--- src/rtl/mac_dot_seq_pkg.sv ---
// Shared types and constants for the dot-product MAC sequencer.
package mac_dot_seq_pkg;

  localparam int unsigned OPND_W         = 8;
  localparam int unsigned MAC_PIPE_DRAIN = 2;
  localparam int unsigned DRAIN_CNT_W    = 1;

  typedef enum logic [2:0] {
    IDLE  = 3'd0,
    LOAD  = 3'd1,
    RUN   = 3'd2,
    DRAIN = 3'd3,
    DONE  = 3'd4
  } state_e;

endpackage

--- src/rtl/mac_dot_seq.sv ---
// Dot-product initiator: fetches operand pairs from two sync-read RAMs,
// streams them into an external 8x8->RES_W MAC, drains its 2-stage product
// pipeline and offers the accumulator on a valid/ready result port.
// Optional feature: define MAC_DOT_SEQ_BIAS_EN to add a bias port whose
// value (sampled with start) preloads the accumulator instead of zero.
module mac_dot_seq
  import mac_dot_seq_pkg::*;
#(
  parameter int unsigned ADDR_W = 8,
  parameter int unsigned LEN_W  = 9,
  parameter int unsigned RES_W  = 32
) (
  input  logic                     clk,
  input  logic                     rst,
  input  logic                     start,
  input  logic [LEN_W-1:0]         len,
  input  logic [ADDR_W-1:0]        base_a,
  input  logic [ADDR_W-1:0]        base_b,
  output logic                     busy,
  output logic                     rd_en,
  output logic [ADDR_W-1:0]        a_addr,
  output logic [ADDR_W-1:0]        b_addr,
  input  logic [OPND_W-1:0]        a_rdata,
  input  logic [OPND_W-1:0]        b_rdata,
  output logic                     mac_en,
  output logic                     mac_acc_load,
  output logic [OPND_W-1:0]        mac_x,
  output logic [OPND_W-1:0]        mac_y,
  output logic [RES_W-1:0]         mac_z,
`ifdef MAC_DOT_SEQ_BIAS_EN
  input  logic [RES_W-1:0]         bias,
`endif
  input  logic [RES_W-1:0]         mac_result,
  output logic                     res_valid,
  input  logic                     res_ready,
  output logic [RES_W-1:0]         res_data
);

  localparam int unsigned CNT_W = LEN_W + 1;

  state_e                  state_q, state_d;
  logic [LEN_W-1:0]        len_q;
  logic [ADDR_W-1:0]       base_a_q, base_b_q;
  logic [LEN_W-1:0]        r_q, r_d;
  logic [DRAIN_CNT_W-1:0]  drain_q, drain_d;

  logic                    busy_d, rd_en_d, mac_en_d, mac_acc_load_d, res_valid_d;
  logic [ADDR_W-1:0]       a_addr_d, b_addr_d;
  logic [RES_W-1:0]        mac_z_d;

  // State register
  always_ff @(posedge clk) begin
    if (rst) state_q <= IDLE;
    else     state_q <= state_d;
  end

  // Next state, counters and next-cycle output values decoded from the next state
  always_comb begin
    state_d        = state_q;
    r_d            = r_q;
    drain_d        = drain_q;
    busy_d         = 1'b1;
    rd_en_d        = 1'b0;
    a_addr_d       = a_addr;
    b_addr_d       = b_addr;
    mac_en_d       = 1'b0;
    mac_acc_load_d = 1'b0;
    mac_z_d        = '0;
    res_valid_d    = 1'b0;

    unique case (state_q)
      IDLE: begin
        if (start) state_d = LOAD;
      end
      LOAD: begin
        r_d     = '0;
        drain_d = '0;
        state_d = (len_q != '0) ? RUN : DRAIN;
      end
      RUN: begin
        if (CNT_W'(r_q) + CNT_W'(1) == CNT_W'(len_q)) state_d = DRAIN;
        else                                         r_d     = r_q + LEN_W'(1);
      end
      DRAIN: begin
        if (drain_q == DRAIN_CNT_W'(MAC_PIPE_DRAIN - 1)) state_d = DONE;
        else                                            drain_d = drain_q + DRAIN_CNT_W'(1);
      end
      DONE: begin
        if (res_ready) state_d = IDLE;
      end
      default: state_d = IDLE;
    endcase

    unique case (state_d)
      IDLE: busy_d = 1'b0;
      LOAD: begin
        rd_en_d        = 1'b1;
        a_addr_d       = base_a;
        b_addr_d       = base_b;
        mac_en_d       = 1'b1;
        mac_acc_load_d = 1'b1;
`ifdef MAC_DOT_SEQ_BIAS_EN
        mac_z_d        = bias;
`else
        mac_z_d        = '0;
`endif
      end
      RUN: begin
        mac_en_d = 1'b1;
        // Prefetch pair r+1 while pair r is consumed; no read past the last pair
        if (CNT_W'(r_d) + CNT_W'(1) < CNT_W'(len_q)) begin
          rd_en_d  = 1'b1;
          a_addr_d = base_a_q + ADDR_W'(r_d) + ADDR_W'(1);
          b_addr_d = base_b_q + ADDR_W'(r_d) + ADDR_W'(1);
        end
      end
      DRAIN: mac_en_d = 1'b1;
      DONE:  res_valid_d = 1'b1;
      default: busy_d = 1'b0;
    endcase
  end

  // Job parameters, counters and registered outputs
  always_ff @(posedge clk) begin
    if (rst) begin
      len_q        <= '0;
      base_a_q     <= '0;
      base_b_q     <= '0;
      r_q          <= '0;
      drain_q      <= '0;
      busy         <= 1'b0;
      rd_en        <= 1'b0;
      a_addr       <= '0;
      b_addr       <= '0;
      mac_en       <= 1'b0;
      mac_acc_load <= 1'b0;
      mac_z        <= '0;
      res_valid    <= 1'b0;
    end else begin
      if (state_q == IDLE && start) begin
        len_q    <= len;
        base_a_q <= base_a;
        base_b_q <= base_b;
      end
      r_q          <= r_d;
      drain_q      <= drain_d;
      busy         <= busy_d;
      rd_en        <= rd_en_d;
      a_addr       <= a_addr_d;
      b_addr       <= b_addr_d;
      mac_en       <= mac_en_d;
      mac_acc_load <= mac_acc_load_d;
      mac_z        <= mac_z_d;
      res_valid    <= res_valid_d;
    end
  end

  // RAM read data arrives one cycle after rd_en, exactly when RUN consumes it
  assign mac_x    = (state_q == RUN) ? a_rdata : '0;
  assign mac_y    = (state_q == RUN) ? b_rdata : '0;
  // Accumulator is frozen in DONE, so the result is stable while waiting for ready
  assign res_data = res_valid ? mac_result : '0;

endmodule

--- config.mk ---
export PLATFORM = sky130hd
export DESIGN_NAME = mac_dot_seq
export DESIGN_NICKNAME = d
export VERILOG_FILES = /design/src/rtl/mac_dot_seq_pkg.sv /design/src/rtl/mac_dot_seq.sv
export SDC_FILE = /design/constraint.sdc
export NUM_CORES = 1
export LEC_CHECK = 0
export CORE_ASPECT_RATIO = 0.7
export CORE_MARGIN = 3
export CORE_UTILIZATION = 45
export CTS_CLUSTER_DIAMETER = 200
export DETAILED_ROUTE_END_ITERATION = 10
export PLACE_DENSITY = 0.82
export SETUP_SLACK_MARGIN = 0.3
export SKIP_LAST_GASP = 1
export SLEW_MARGIN = 10
export SYNTH_ARGS = -nofsm -noshare
export SYNTH_HDL_FRONTEND = slang
export SYNTH_SLANG_ARGS = --single-unit
export TNS_END_PERCENT = 5
--- constraint.sdc ---
create_clock -name clk -period 5.36 [get_ports clk]
set_input_delay 1.608 -clock clk [delete_from_list [all_inputs] [get_ports clk]]
set_output_delay 1.608 -clock clk [all_outputs]
set_load 0.005 [all_outputs]
-- Word level (Yosys, flattened, before mapping)
Cells that the tools add are included.
- eq/ne operators: 10
- mux-type cells: 23
- divide/modulo/power cells: 0
- reduce and logical (&&, ||, !) cells: 8
- shift operators: 0
- multiply operators: 0
- bitwise logic cells: 0
- magnitude comparators: 1
- add/subtract/negate cells: 8
- operator list (operator ; number):
    $mux 32 ; 1
    $mux 8 ; 4
    $pmux 8 s2 ; 2
    $add 9x1->10 const B ; 2
    $pmux 9 s2 ; 1
    $add 8x1->8 const B ; 2
    $add 8x8->8 ; 2
    $pmux 3 s5 ; 1
    $eq 3x2->1 const B ; 4
    $mux 3 ; 4
    $eq 10x9->1 ; 1
    $lt 10x9->1 ; 1
    $add 9x1->9 const B ; 1
    $mux 9 ; 1
    $reduce_bool 9->1 ; 1
    $mux 1 ; 7
    $eq 3x1->1 const B ; 2
    $eq 3x3->1 const B ; 2
    $pmux 1 s2 ; 2
    $reduce_bool 2->1 ; 2
    $reduce_or 4->1 ; 1
    $logic_not 3->1 ; 1
    $reduce_or 3->1 ; 1
    $ne 2x2->1 const B ; 1
    other kinds (3) ; 3
- latch bits: 0
- register bits after elaboration: 59
- input bits: 77
- memories: 0
- bits in read-only memories: 0
- RAM bits: 0
- output and inout port bits: 101

-- Longest topological paths before layout
Gate-level depths: netlist (run 1).
- depth in word-level cells: 8
- mapped depth: 21
- mapped depth without buffers: 20

-- Worst setup path after synthesis (run 1)
No wires, ideal clock.
- path type: register to register
- from: register r_q[0]
- to: register a_addr[2]
- path buffers: 1
- clock period less this slack: 4495 ps
- cell stages (with the launch flop): 22
- library setup time: 121 ps
- setup slack: 865 ps
- arrival time: 4374 ps
- cell sequence: dfxtp_1 > ha_1 > nand2_1 > or3_4 > xnor2_2 > o2111a_2 > a2111oi_1 > nor3b_1 > inv_1 > ha_1 > nand3_1 > xnor2_1 > ha_1 > a21o_1 > a21oi_1 > nor2b_1 > a221oi_1 > o21ai_0 > a21o_1 > o41ai_4 > buf_6 > mux2_4
- cells in the longest elaborated chain, start to end: 8
- RTL lines (what ; RTL line ; RTL):
    start: declaration ; mac_dot_seq.sv:44 ; logic [LEN_W-1:0] r_q, r_d;
    start signal: assignment ; mac_dot_seq.sv:145 ; r_q <= r_d;
    $add 9x1->10 ; mac_dot_seq.sv:81 ; if (CNT_W'(r_q) + CNT_W'(1) == CNT_W'(len_q)) state_d = DRAIN;
    $eq 10x9->1 ; mac_dot_seq.sv:81 ;
    $mux 9 ; mac_dot_seq.sv:81 ;
    $pmux 9 s2 (*) ; mac_dot_seq.sv:71 ; unique case (state_q)
    via r_d[0] ; mac_dot_seq.sv:44 ;
    $add 8x8->8 / $add 9x1->10 (equally long branches) ; mac_dot_seq.sv:113, mac_dot_seq.sv:111 ;
    $add 8x1->8 / $lt 10x9->1 (equally long branches) ; mac_dot_seq.sv:113, mac_dot_seq.sv:111 ;
    $mux 8 / $ne 2x2->1 (equally long branches) ; -- ;
    $pmux 8 s2 / $reduce_and 2->1 (equally long branches) ; -- ;
    end signal: assignment ; mac_dot_seq.sv:149 ; a_addr <= a_addr_d;
    end: declaration ; mac_dot_seq.sv:21 ; output logic [ADDR_W-1:0] a_addr,
Mark *: on every way through the listed nets, which the timed path passes. The rest lies on a longest branch. The select of a mux whose other input is x is not followed.
A chain may end at the register's enable or synchronous reset.

-- Worst setup path after layout (run 1)
- from: register r_q[0]
- to: register b_addr[5]
- cells in the longest elaborated chain, start to end: 8
- RTL lines (what ; RTL line ; RTL):
    $add 9x1->10 ; mac_dot_seq.sv:81 ;
    $eq 10x9->1 ; mac_dot_seq.sv:81 ;
    $mux 9 (*) ; mac_dot_seq.sv:81 ;
    $pmux 9 s2 (*) ; mac_dot_seq.sv:71 ;
    via r_d[3] ; mac_dot_seq.sv:44 ;
    $add 8x8->8 / $add 9x1->10 (equally long branches) ; mac_dot_seq.sv:114, mac_dot_seq.sv:111 ;
    $add 8x1->8 / $lt 10x9->1 (equally long branches) ; mac_dot_seq.sv:114, mac_dot_seq.sv:111 ;
    $mux 8 / $ne 2x2->1 (equally long branches) ; -- ;
    $pmux 8 s2 / $reduce_and 2->1 (equally long branches) ; -- ;
    end signal: assignment ; mac_dot_seq.sv:150 ; b_addr <= b_addr_d;
    end: declaration ; mac_dot_seq.sv:22 ; output logic [ADDR_W-1:0] b_addr,
Marked as above.

==> load_flow_metrics.sql, run 1 <==
INSERT INTO impl_metrics (metric_group, metric, value, unit) VALUES
('detailed_routing', 'antenna_left', '0', ''),
('clock_tree', 'clock-sinks', '59', ''),
('sta', 'slew_headroom', '0.216', ''),
('critical_path', 'cp_data_arrival_time', '5.26', 'ns'),
('synth', 'synthDistinctLibCells', '67', ''),
('pwr', 'power_density', '251', 'nW/µm²'),
('critical_path', 'crit_path_frequent_cell', 'a21o_1', ''),
('sta', 'min_period_over_period', '0.939', ''),
('clock_tree', 'clk-insertion-delay-late', '0.34', 'ns'),
('clock_tree', 'clock_tree_from_tritoncts', 'yes', ''),
('run', 'drv.max_cap_violation_count', '0', ''),
('final_layout', 'seqCellArea', '1180', 'µm²'),
('sta', 'drv_slew', '0', ''),
('sta', 'rsz0062_at_grt', 'true', ''),
('final_layout', 'fin_nets', '817', ''),
('grt', 'global_route.usage.total', '0.247', ''),
('sta', 'worst_clock_skew', '0.0105', 'ns'),
('critical_path', 'path_class', 'reg -> reg', ''),
('pwr', 'power.switching', '477', 'µW'),
('pwr', 'clockPowerShare', '0.367', ''),
('synth', 'synth_cells', '577', ''),
('detailed_routing', 'drtPass1Iterations', '5', ''),
('final_layout', 'multi_input_area', '3000', 'µm²'),
('clock_tree', 'cts.path.max_buffers', '2', ''),
('synth', 'postSynth.asyncResetShare', '0', ''),
('critical_path', 'cp_capture_type', 'flip-flop', ''),
('grt', 'grt_start_max_net_pins', '60', ''),
('floorplan', 'die_area', '11300', 'µm²'),
('placed_design', 'port-buffer-count', '145', ''),
('floorplan', 'row_count', '29', ''),
('detailed_routing', 'remaining_drc_errors', '0', ''),
('final_layout', 'antenna_cells_inserted', '0', ''),
('floorplan', 'core_area', '9400', 'µm²'),
('final_layout', 'area_growth', '38.7', '%'),
('clock_tree', 'htree_levels', '3', ''),
('placed_design', 'gp_routability_congestion', '0.943', ''),
('pwr', 'sw_frac_of_total', '0.304', ''),
('sta', 'finalHoldViolations', '0', ''),
('detailed_routing', 'postRouteWirelength', '14400', 'µm'),
('critical_path', 'rr_startpoint', 'r_q[0]', ''),
('critical_path', 'reg2reg_to', 'b_addr[5]', ''),
('floorplan', 'die_height', '89.7', 'µm'),
('sta', 'report.final.setup_viol', '0', ''),
('detailed_routing', 'total_via_count_in_the_routed_design', '4493', ''),
('synth', 'synth-seq-area-share', '0.262', ''),
('synth', 'synth_enable_flop_cells', '0', ''),
('synth', 'avgSynthCellArea', '7.81', 'µm²'),
('detailed_routing', 'detail_route.iter0.violations', '452', ''),
('sta', 'max_freq', '199', 'MHz'),
('critical_path', 'timing.critical_path.cells', 'ha_2 > nand2_1 > or3_4 > xnor2_2 > o2111ai_2 > o21ai_4 > buf_4 > mux2i_1 > nand3_2 > xnor2_1 > ha_1 > a21o_1 > a21o_1 > a21oi_1 > nor2b_1 > nand2_1 > o21ai_0 > a21o_1 > o41ai_4 > buf_6 > mux2_4', ''),
('critical_path', 'timing.critical_path.from_type', 'flip-flop', ''),
('detailed_routing', 'detail_route.vias_per_cell', '5.33', ''),
('pwr', 'p_int', '1090', 'µW'),
('pwr', 'share_seq_of_total_power', '0.331', ''),
('final_layout', 'drive_gt1_frac', '0.0987', ''),
('final_layout', 'final_common_cell', 'clkdlybuf4s50_1', ''),
('min_path', 'whs_path_depth', '2', ''),
('pwr', 'leakage', '0.00260', 'µW'),
('clock_tree', 'cts_root_buffer', 'clkbuf_16', ''),
('synth', 'synth.ff_latch_count', '59', ''),
('critical_path', 'worst_ep_required_time', '5.59', 'ns'),
('floorplan', 'io_pins', '178', ''),
('min_path', 'hp-start', 'base_b_q[0]', ''),
('synth', 'synthFlopType', 'dfxtp_1', ''),
('min_path', 'hold_crit_path_type', 'reg -> reg', ''),
('clock_tree', 'cts_inserted_buffers', '9', ''),
('critical_path', 'cpMaxStageDelayCell', 'dfxtp_2', ''),
('outcome', 'status', 'finished clean', ''),
('critical_path', 'worst_r2r_path_depth', '21', ''),
('sta', 'timing.final.crit_period', '5.03', 'ns'),
('grt', 'grt.overflow.total', '0', '');
power by group through the flow:
stage	logic, µW	registers (µW)	clock network, µW
floorplan	273	519	0
detailed placement	448	526	0
finish	474	520	575
global route	514	524	604
global placement	441	525	0
CTS	460	518	587
through the flow:
stage          utilization  instance area [µm²]  std cells  setup slack (ns)  hold slack [ns]
6_report             0.665                 6250        843             0.328            0.451
3_3_place_gp         0.626                 5890        823             0.407            0.444
4_1_cts              0.660                 6200        841             0.354            0.454
2_1_floorplan            -                 4620        608             0.865            0.436
5_1_grt              0.665                 6250        843            0.0850            0.481
3_5_place_dp         0.626                 5890        823             0.189            0.447
layout make-up:
| type | instances | area share |
|---|---|---|
| Timing Repair Buffer | 155 | 0.244 |
| Clock buffer | 11 | 0.0388 |
| Inverter | 26 | 0.0156 |
| Sequential cell | 59 | 0.189 |
| Clock inverter | 5 | 0.00840 |
| Tap cell | 124 | 0.0248 |
| Multi-Input combinational cell | 463 | 0.479 |
logic make-up (layout without fill, tap and decap cells):
group	count (synthesis)	count (layout)	share of synthesized area
buffers and inverters	86	197	0.109
adders and majority gates	26	26	0.0755
other	1	32	0.000832
muxes	18	18	0.0452
AOI/OAI and AO/OA	107	107	0.163
xor gates and xnor gates	26	26	0.0522
and+or+nand+nor	254	254	0.293
DFF	59	59	0.262
worst max-delay path by stage:
stage,startpoint,endpoint,slack (ns)
3_3_place_gp,r_q[0],a_addr[3],0.41
5_1_grt,r_q[0],b_addr[5],0.08
3_5_place_dp,r_q[0],b_addr[3],0.19
6_report,r_q[0],b_addr[5],0.33
4_1_cts,r_q[0],a_addr[4],0.35
2_1_floorplan,r_q[0],a_addr[2],0.87
registers in the layout (all words and copies together), names as in the netlist:
name          count
a_addr            8
b_addr            8
base_a_q          8
base_b_q          8
busy              1
drain_q           1
len_q             9
mac_acc_load      1
mac_en            1
r_q               9
rd_en             1
res_valid         1
state_q           3
synthesized netlist by cell type (3+ instances only):
cell type  number  area, µm²
xnor2_1        18        158
o31ai_1         4       30.0
nor2_1         38        143
dfxtp_1        59       1180
a21boi_0        3       22.5
a21o_1          8       60.1
a21oi_1        45        225
nor3_1         16       80.1
buf_2           3       15.0
clkbuf_1       18       67.6
mux2_4          3       45.0
nand3_1         7       35.0
mux2i_1         8       80.1
nand2_1        81        304
ha_1           24        300
buf_6           3       33.8
xor2_1          7       61.3
a31oi_1         6       37.5
nand2b_1       16        100
o21ai_0        14       70.1
and2b_1         3       22.5
nor2b_1        15       93.8
inv_1          25       93.8
nor4_1          7       43.8
o21a_1          4       30.0
buf_4          35        263
nor3b_1         4       30.0
mux2_2          7       78.8
and2_1         48        300
metal layers:
metal  global-route usage  wire, µm  up-vias
met3               0.0545      1100       29
li1                     -         -     2162
met5                    0         0        -
met2                0.367      6500      178
met1                0.360      6550     2124
met4               0.0686       227        0
worst max-delay path: cells and delay by family, from the launching register on:
kind | cells | cell delay [ns]
buf+inv | 2 | 0.38
fa+ha+maj | 2 | 0.55
flops | 1 | 0.42
mux | 2 | 0.54
xor+xnor | 2 | 0.41
compound gates | 8 | 1.61
simple gates | 5 | 1.01
timing repair:
item | CTS | global route
endpoints found under the hold margin | 0 | 0
resized for setup | 1 | 8
buffers inserted | 2 | 2
cloned | 0 | 0
pin swaps | 1 | 3
endpoints found under the setup margin | 7 | 16
hold buffers | 0 | 0
No activity file was read; power rests on OpenSTA's default activity.
==> run 2, diff against run 1 <==
- CORE_UTILIZATION: 45 -> 46
- CTS_BUF_LIST: not set -> sky130_fd_sc_hd__clkbuf_8
- PLACE_DENSITY: 0.82 -> 0.84
- TNS_END_PERCENT: 5 -> not set
==> load_flow_metrics.sql, run 2 (same netlist as run 1, synthesis figures left out) <==
INSERT INTO impl_metrics (metric_group, metric, value, unit) VALUES
('outcome', 'status', 'finished clean', ''),
('clock_tree', 'clock_tree_from_tritoncts', 'yes', ''),
('floorplan', 'die_area', '11000', 'µm²'),
('placed_design', 'place_inst', '823', ''),
('critical_path', 'worst_ep_required_time', '5.61', 'ns'),
('final_layout', 'fin_nets', '819', ''),
('sta', 'min_period_over_period', '0.920', ''),
('sta', 'report.final.setup_viol', '0', ''),
('sta', 'worst_clock_skew', '0.00934', 'ns'),
('final_layout', 'final_cells', '844', ''),
('grt', 'grt_pass1_vias', '4269', ''),
('final_layout', 'top_regs', 'len_q x9, r_q x9', ''),
('critical_path', 'worstPathBufferInverterCount', '2', ''),
('final_layout', 'drive_gt1_frac', '0.0972', ''),
('floorplan', 'io_pins', '178', ''),
('critical_path', 'critPathMaxStageDelay', '0.50', 'ns'),
('critical_path', 'timing.critical_path.fanout_max', '17', ''),
('grt', 'number_of_antenna_violations_at_the_first_check_in_global_routing', '0', ''),
('pwr', 'leakage', '0.00257', 'µW'),
('sta', 'slew_headroom', '0.273', ''),
('grt', 'global_route.usage.total', '0.236', ''),
('sta', 'timing.final.crit_period', '4.93', 'ns'),
('critical_path', 'timing.critical_path.cells', 'nand3_2 > xnor2_1 > and3_2 > o2111ai_2 > o21ai_4 > buf_4 > mux2i_1 > nand3_2 > xnor2_1 > ha_1 > a21o_1 > a21o_1 > a21oi_1 > nor2b_1 > nand2_1 > o21ai_0 > a21o_1 > o41ai_4 > buf_12 > mux2_4', ''),
('critical_path', 'path_delay_family', 'compound AO/OA/AOI/OAI gates', ''),
('grt', 'grt_start_max_net_pins', '63', ''),
('detailed_routing', 'detail_route.iter0.violations', '482', ''),
('critical_path', 'path_class', 'reg -> reg', ''),
('placed_design', 'dp_slack', '0.465', 'ns'),
('clock_tree', 'clk_pin_slew', '0.07', 'ns'),
('run', 'drv.max_cap_violation_count', '0', ''),
('detailed_routing', 'antenna_left', '0', ''),
('detailed_routing', 'remaining_drc_errors', '0', ''),
('detailed_routing', 'detail_route.wl_per_cell', '16.3', 'µm'),
('placed_design', 'detailed_place_hpwl', '10200', 'µm'),
('clock_tree', 'htree_levels', '3', ''),
('critical_path', 'cp_data_arrival_time', '5.18', 'ns'),
('final_layout', 'n_fill_cell', '781', ''),
('sta', 'fin_setup_tns', '0', 'ns'),
('floorplan', 'dieWidth', '124', 'µm'),
('sta', 'finalHoldWorstSlack', '0.464', 'ns'),
('final_layout', 'final_common_cell', 'clkdlybuf4s50_1', ''),
('floorplan', 'die_height', '88.8', 'µm'),
('placed_design', 'port-buffer-count', '145', ''),
('sta', 'final_critical_path_setup_slack', '0.430', 'ns'),
('placed_design', 'gp_routability_congestion', '1.01', ''),
('critical_path', 'regToRegSetupSlack', '0.43', 'ns'),
('clock_tree', 'cts_inserted_buffers', '9', ''),
('pwr', 'power_density', '228', 'nW/µm²'),
('critical_path', 'crit_path_frequent_cell', 'a21o_1', ''),
('critical_path', 'timing.critical_path.from_type', 'flip-flop', ''),
('final_layout', 'final_core_util', '0.665', ''),
('detailed_routing', 'postRouteWirelength', '13700', 'µm'),
('sta', 'tightestPinTransition', '1.09', 'ns'),
('sta', 'max_freq', '203', 'MHz'),
('clock_tree', 'clock-sinks', '59', ''),
('grt', 'grt_pass1_wl', '21300', 'µm'),
('sta', 'rsz0062_at_grt', 'false', ''),
('grt', 'grt.overflow.total', '0', ''),
('floorplan', 'start_util', '0.485', ''),
('critical_path', 'cpMaxStageDelayCell', 'dfxtp_1', ''),
('min_path', 'hold_crit_path_type', 'reg -> reg', ''),
('final_layout', 'antenna_cells_inserted', '0', ''),
('pwr', 'worst_ir_drop_vdd', '0.171', 'mV'),
('final_layout', 'area_growth', '37.1', '%'),
('sta', 'finalHoldViolations', '0', ''),
('final_layout', 'final_cell_mix', '144 x clkdlybuf4s50_1, 81 x nand2_1, 58 x dfxtp_1', ''),
('floorplan', 'core_area', '9290', 'µm²'),
('detailed_routing', 'drtPass1Iterations', '5', ''),
('detailed_routing', 'total_via_count_in_the_routed_design', '4515', ''),
('sta', 'drv_slew', '0', ''),
('clock_tree', 'clk-insertion-delay-late', '0.36', 'ns'),
('floorplan', 'row_count', '29', ''),
('clock_tree', 'cts.path.max_buffers', '2', ''),
('critical_path', 'cp_capture_type', 'flip-flop', ''),
('detailed_routing', 'detail_route.vias_per_cell', '5.35', ''),
('clock_tree', 'cts_root_buffer', 'clkbuf_8', '');
==> run 2: cell type report <==
| class | instances | area (µm²) | share of cell area |
|---|---|---|---|
| Clock buffer | 11 | 151 | 0.0245 |
| Clock inverter | 4 | 42.5 | 0.00688 |
| Inverter | 26 | 97.6 | 0.0158 |
| Multi-Input combinational cell | 463 | 3000 | 0.486 |
| Sequential cell | 59 | 1180 | 0.191 |
| Tap cell | 124 | 155 | 0.0251 |
| Timing Repair Buffer | 157 | 1550 | 0.251 |
==> run 2: timing repair <==
item / CTS / global route
setup buffers: 0 / 6
hold buffers: 0 / 0
resized for setup: 0 / 9
endpoints found under the setup margin: 0 / 17
==> run 2: metrics by stage <==
stage	cell area, µm²	total power (µW)
after floorplan	4620	792
after global placement	5900	964
after detailed placement	5900	975
after CTS	6090	1390
after global routing	6180	1480
final	6180	1410
==> run 2: routing by layer <==
metal  vias to the layer above  wire, µm  track usage
met3                        28      1310       0.0748
met4                         0       231       0.0697
li1                       2166         -            -
met2                       235      6490        0.381
met1                      2086      5700        0.308
met5                         -         0            0
==> run 2: worst paths after layout <==
| check | start | endpoint | depth (start not counted) |
|---|---|---|---|
| setup / recovery | r_q[2] | b_addr[5] | 20 |
| hold / removal | base_a_q[0] | base_a_q[0] | 2 |
| setup reg to reg | r_q[2] | b_addr[5] | 20 |
| hold reg to reg | base_a_q[0] | base_a_q[0] | 2 |
==> run 2: report_power, final <==
part           total (µW)  internal [µW]  switching [µW]
logic                 471            242             229
registers             524            484            39.9
clock network         415            233             182
total                1410            959             451
==> run 2: worst min-delay path: stages, from the launching register on <==
cell	delay (ns)
dfxtp_1	0.31
nand2_1	0.05
a21oi_1	0.06
